<file path="src/rtl/cpu_pkg.sv">
// Shared widths and encodings for the RAM bank arbiter and its round-robin helper.
// Combinational definitions only; no latency or flow control of its own.
package cpu_pkg;
  localparam int CPU_DW    = 17;
  localparam int CPU_DEPTH = 8;
  localparam int CPU_AW    = 3;

  typedef enum logic [1:0] {
    ST_IDLE   = 2'd0,
    ST_ACCESS = 2'd1,
    ST_RESP   = 2'd2
  } state_t;

  typedef enum logic {
    PORT_A = 1'b0,
    PORT_B = 1'b1
  } port_t;
endpackage

</file>
<file path="src/rtl/rr_arb2.sv">
// Two-way round-robin winner select; the winner is combinational and the
// last-granted pointer moves only when take is high. No backpressure.
module rr_arb2
  import cpu_pkg::*;
(
  input  logic  clk,
  input  logic  rst_n,
  input  logic  a_req,
  input  logic  b_req,
  input  logic  take,
  output port_t winner
);

  port_t last;

  // On a tie the side that did not win last time goes first.
  always_comb begin
    winner = PORT_A;
    if (a_req && b_req) begin
      winner = (last == PORT_A) ? PORT_B : PORT_A;
    end else if (b_req) begin
      winner = PORT_B;
    end
  end

  always_ff @(posedge clk or negedge rst_n) begin
    if (!rst_n) begin
      last <= PORT_B;
    end else if (take) begin
      last <= winner;
    end
  end

endmodule

</file>
<file path="src/rtl/ram_arbiter.sv">
// Arbitrates two requesters onto an external ram_1x17 bank: grant one cycle after the
// request is sampled, done the cycle after that, one transaction per three cycles; losers just wait.
module ram_arbiter
  import cpu_pkg::*;
#(
  parameter int DW    = CPU_DW,
  parameter int DEPTH = CPU_DEPTH,
  parameter int AW    = CPU_AW
) (
  input  logic             clk,
  input  logic             rst_n,
  input  logic             a_req,
  input  logic             b_req,
  input  logic             a_we,
  input  logic             b_we,
  input  logic [AW-1:0]    a_addr,
  input  logic [AW-1:0]    b_addr,
  input  logic [DW-1:0]    a_wdata,
  input  logic [DW-1:0]    b_wdata,
  output logic             a_gnt,
  output logic             b_gnt,
  output logic             a_done,
  output logic             b_done,
  output logic [DW-1:0]    a_rdata,
  output logic [DW-1:0]    b_rdata,
  output logic [DW-1:0]    ram_wd,
  output logic [DEPTH-1:0] ram_ws,
  output logic [DEPTH-1:0] ram_rs,
  input  logic [DW-1:0]    ram_rd
);

  state_t          state;
  state_t          state_nxt;
  port_t           owner;
  port_t           winner;
  logic            start;
  logic            lat_we;
  logic [AW-1:0]   lat_addr;
  logic [DEPTH-1:0] sel;

  assign start = (state == ST_IDLE) && (a_req || b_req);
  assign sel   = {{(DEPTH-1){1'b0}}, 1'b1} << lat_addr;

  rr_arb2 u_rr (
    .clk    (clk),
    .rst_n  (rst_n),
    .a_req  (a_req),
    .b_req  (b_req),
    .take   (start),
    .winner (winner)
  );

  always_ff @(posedge clk or negedge rst_n) begin
    if (!rst_n) begin
      state <= ST_IDLE;
    end else begin
      state <= state_nxt;
    end
  end

  // Selects and strobes are decoded from state so an async reset clears them at once.
  always_comb begin
    state_nxt = state;
    a_gnt     = 1'b0;
    b_gnt     = 1'b0;
    a_done    = 1'b0;
    b_done    = 1'b0;
    ram_ws    = '0;
    ram_rs    = '0;
    case (state)
      ST_IDLE: begin
        if (a_req || b_req) state_nxt = ST_ACCESS;
      end
      ST_ACCESS: begin
        state_nxt = ST_RESP;
        a_gnt     = (owner == PORT_A);
        b_gnt     = (owner == PORT_B);
        if (lat_we) ram_ws = sel;
        else        ram_rs = sel;
      end
      ST_RESP: begin
        state_nxt = ST_IDLE;
        a_done    = (owner == PORT_A);
        b_done    = (owner == PORT_B);
      end
      default: state_nxt = ST_IDLE;
    endcase
  end

  // ram_wd doubles as the latched write data and keeps its value across reads.
  always_ff @(posedge clk or negedge rst_n) begin
    if (!rst_n) begin
      owner    <= PORT_A;
      lat_we   <= 1'b0;
      lat_addr <= '0;
      ram_wd   <= '0;
    end else if (start) begin
      owner <= winner;
      if (winner == PORT_A) begin
        lat_we   <= a_we;
        lat_addr <= a_addr;
        if (a_we) ram_wd <= a_wdata;
      end else begin
        lat_we   <= b_we;
        lat_addr <= b_addr;
        if (b_we) ram_wd <= b_wdata;
      end
    end
  end

  always_ff @(posedge clk or negedge rst_n) begin
    if (!rst_n) begin
      a_rdata <= '0;
      b_rdata <= '0;
    end else if (state == ST_ACCESS && !lat_we) begin
      if (owner == PORT_A) a_rdata <= ram_rd;
      else                 b_rdata <= ram_rd;
    end
  end

endmodule

</file>
<file path="config.mk">
export PLATFORM = sky130hd
export DESIGN_NAME = ram_arbiter
export DESIGN_NICKNAME = d
export VERILOG_FILES = /design/src/rtl/cpu_pkg.sv /design/src/rtl/rr_arb2.sv /design/src/rtl/ram_arbiter.sv
export SDC_FILE = /design/constraint.sdc
export NUM_CORES = 1
export LEC_CHECK = 0
export CAP_MARGIN = 20
export CORE_ASPECT_RATIO = 0.7
export CORE_MARGIN = 2
export CORE_UTILIZATION = 39
export CTS_CLUSTER_SIZE = 16
export DETAILED_ROUTE_END_ITERATION = 10
export GPL_ROUTABILITY_DRIVEN = 1
export PLACE_DENSITY_LB_ADDON = 0.3
export SLEW_MARGIN = 30
export SYNTH_ARGS = -nofsm -noshare
export SYNTH_HDL_FRONTEND = slang
export SYNTH_SLANG_ARGS = --single-unit
</file>
<file path="constraint.sdc">
create_clock -name clk -period 2.34 [get_ports clk]
set_clock_uncertainty 0.2 [all_clocks]
set_input_delay 0.468 -clock clk [delete_from_list [all_inputs] [get_ports clk]]
set_output_delay 0.468 -clock clk [all_outputs]
set_load 0.005 [all_outputs]
</file>
==> metrics.csv <==
metric,value,unit
outcome,completed,
cts_buffers,9,
setup-violations-final,0,
cts.clk_slew.worst_paths,60,ps
antenna_found_initial,0,
synth.most_common_cell,dfrtp_1,
synthCells,191,
wirelength,6.802,mm
crit_type,flip-flop to output port,
multi_input_area,1028,um^2
synthTopCellsByArea,"dfrtp_1 57%, mux2_2 15%, a2bb2oi_2 5.3%, o22ai_1 4.2%, a2bb2oi_1 2.8%",
cts_root_buf,clkbuf_8,
drc,0,
numClockSinks,59,
drt-pass1-iter-count,6,
period_share,0.9689,
drt-vias-per-instance,5.012,
drtIter0Drc,71,
yosys.area.top_type,dfrtp_1,
finalMaxSlewViolations,0,
place_inst,404,
whs_path_depth,1,
instances_no_fill,426,
power_density,1235,nW/um^2
ir_drop,0.0006061,V
grt_setup_unrepaired,yes,
cpLargestDelayFamily,buffers and inverters,
fmax,0.4411,GHz
reg2regPathDepth,6,
hpwl,5.063,mm
switching_share,0.2945,
die-area,7188,um^2
ys.flop_type,dfrtp_1,
final-seq-area,1478,um^2
synth_top_area_frac,0.5711,
post-route-util,0.6850,
worstPathCellList,nor3b_1 > clkdlybuf4s50_1,
placementRows,24,
yosysSeqAreaShare,0.5815,
ys_warn_count,0,
antenna_left,0,
grt_max_degree,38,
internal_power,3.747,mW
crit_buf_inv,1,
required,1670,ps
max_stage_delay,560,ps
fp.dieH,71.54,um
core,6276,um^2
worst_slew_pin_slew,548.8,ps
cellLeakagePower,1.865,nW
start_kind,flip-flop,
hold_viol_final,0,
combPwrFrac,0.475,
vias,2135,
track_usage,0.2013,
drive_above_1_share,0.2557,
p_sw,1.564,mW
r2r_setup_slack,520,ps
synthDistinctLibCells,31,
syn_avg_cell_area,13.30,um^2
hp-class,flip-flop to flip-flop,
ys_ff_latch,59,
slowest_stage,clkdlybuf4s50_1,
cts_buffer_depth,2,
grt_pass1_wl,11.15,mm
diodes,0,
port_buffers,133,
globalRoute.totalOverflow,0,
maxCapViolCount,0,
min_period,2267,ps
start_util,0.4049,
critPathMaxFanout,7,
cts_tree,built,
worst_hold_slack,304.1,ps
clock_power_share,0.171,
synth-edff-count,0,
cp.depth,2,
clock_latency,320,ps
grt_pass1_vias,2252,
fillers,500,
yosys-top-cells-count,"58 x dfrtp_1, 34 x mux2_2, 17 x o22ai_1",
htreeDepth,3,
async_reset_ff_frac,1.000,
routedWlPerCell,15.97,um
syn2layout_area_growth,69.18,%
maxSlewHeadroom,0.6342,
die_w,100.5,um
finalNetCount,407,
boundaryPins,134,
syn_nets,254,
p_seq_frac,0.354,
syn_area,2541,um^2
cp-end-kind,output port,
gp_congestion,0.7709,
arrival,1600,ps
-- registers in the layout, indices dropped and copies added, names as in the netlist --
name,count
a_rdata,17
b_rdata,17
ram_wd,17
lat_addr,3
state,2
lat_we,1
owner,1
u_rr.last,1
-- through the flow --
step	setup TNS [ps]	power [mW]	instance area [um^2]	setup WS, ps
after global routing	-8.107	5.669	4299	-8.107
after CTS	-4.797	5.373	4294	-4.797
final	0	5.312	4299	72.86
after global placement	0	4.278	4039	71.43
after floorplan	0	2.934	2541	460.1
after detailed placement	0	4.364	4039	13.25
-- metal layers --
layer | track usage | up-vias | wire [um]
met5 | 0 | - | 0
met4 | 0.05936 | 0 | 46
met3 | 0.07220 | 5 | 450
met2 | 0.3438 | 73 | 3536
met1 | 0.2416 | 1048 | 2768
li1 | - | 1009 | -
-- path summary, 6_finish.rpt --
check                            from          end
setup / recovery                owner       a_done
hold / removal             b_rdata[7]   b_rdata[7]
setup reg to reg             state[1]    ram_wd[1]
hold reg to reg            b_rdata[7]   b_rdata[7]
max in group asynchronous       rst_n  b_rdata[11]
min in group asynchronous       rst_n   a_rdata[9]
-- cell type report --
cell class	count	area share
clock buffers	13	0.03696
clock inverters	2	0.008149
inverters	3	0.003201
multi-input cells	119	0.2392
flip-flops and latches	59	0.3437
well taps	78	0.02270
repair buffers	152	0.3460
-- cell usage in the layout, fill, tap and decap left out, types with 3 or more instances in the layout --
cell / Yosys / routed
mux2i_1: 3 / 3
nor3_1: 4 / 4
nor2_1: 15 / 13
o22ai_1: 17 / 17
dfrtp_1: 58 / 58
nand2_1: 6 / 5
a2bb2oi_2: 9 / 9
buf_12: 0 / 3
clkbuf_2: 0 / 3
and2_1: 3 / 3
dlymetal6s2s_1: 0 / 3
a2bb2oi_1: 8 / 8
o21ai_0: 3 / 3
mux2_2: 34 / 34
clkbuf_8: 0 / 11
dlygate4sd2_1: 0 / 11
clkdlybuf4s50_1: 0 / 114
buf_4: 1 / 15
-- worst register-to-register path, delay by kind of cell, from the launching register on --
kind,cells,cell delay [ps]
and+or+nand+nor,1,270
buffers and inverters,2,300
DFF,1,380
AOI/OAI and AO/OA,3,590
-- repair_timing --
action	4_1_cts	5_1_grt
setup endpoints to repair	18	8
gates resized for setup	24	10
pin swaps	2	1
buffers inserted	5	1
hold endpoints to repair	21	0
hold buffers	1	0
-- cells by family (layout without fill, tap and decap cells) --
family,Yosys count,after routing,share of synthesized area
compound gates,45,45,0.1590
mux,37,37,0.1625
simple gates,37,37,0.07140
buf+inv,13,170,0.02560
flops,59,59,0.5815
-- power groups by stage --
stage / combinational [mW] / sequential [mW] / clock, mW
2_1_floorplan: 1.05 / 1.88 / 0
3_3_place_gp: 2.43 / 1.85 / 0
3_5_place_dp: 2.48 / 1.88 / 0
4_1_cts: 2.55 / 1.88 / 0.937
5_1_grt: 2.72 / 1.96 / 0.996
6_report: 2.52 / 1.88 / 0.908
Note: power is estimated with default switching activity, not from simulation.
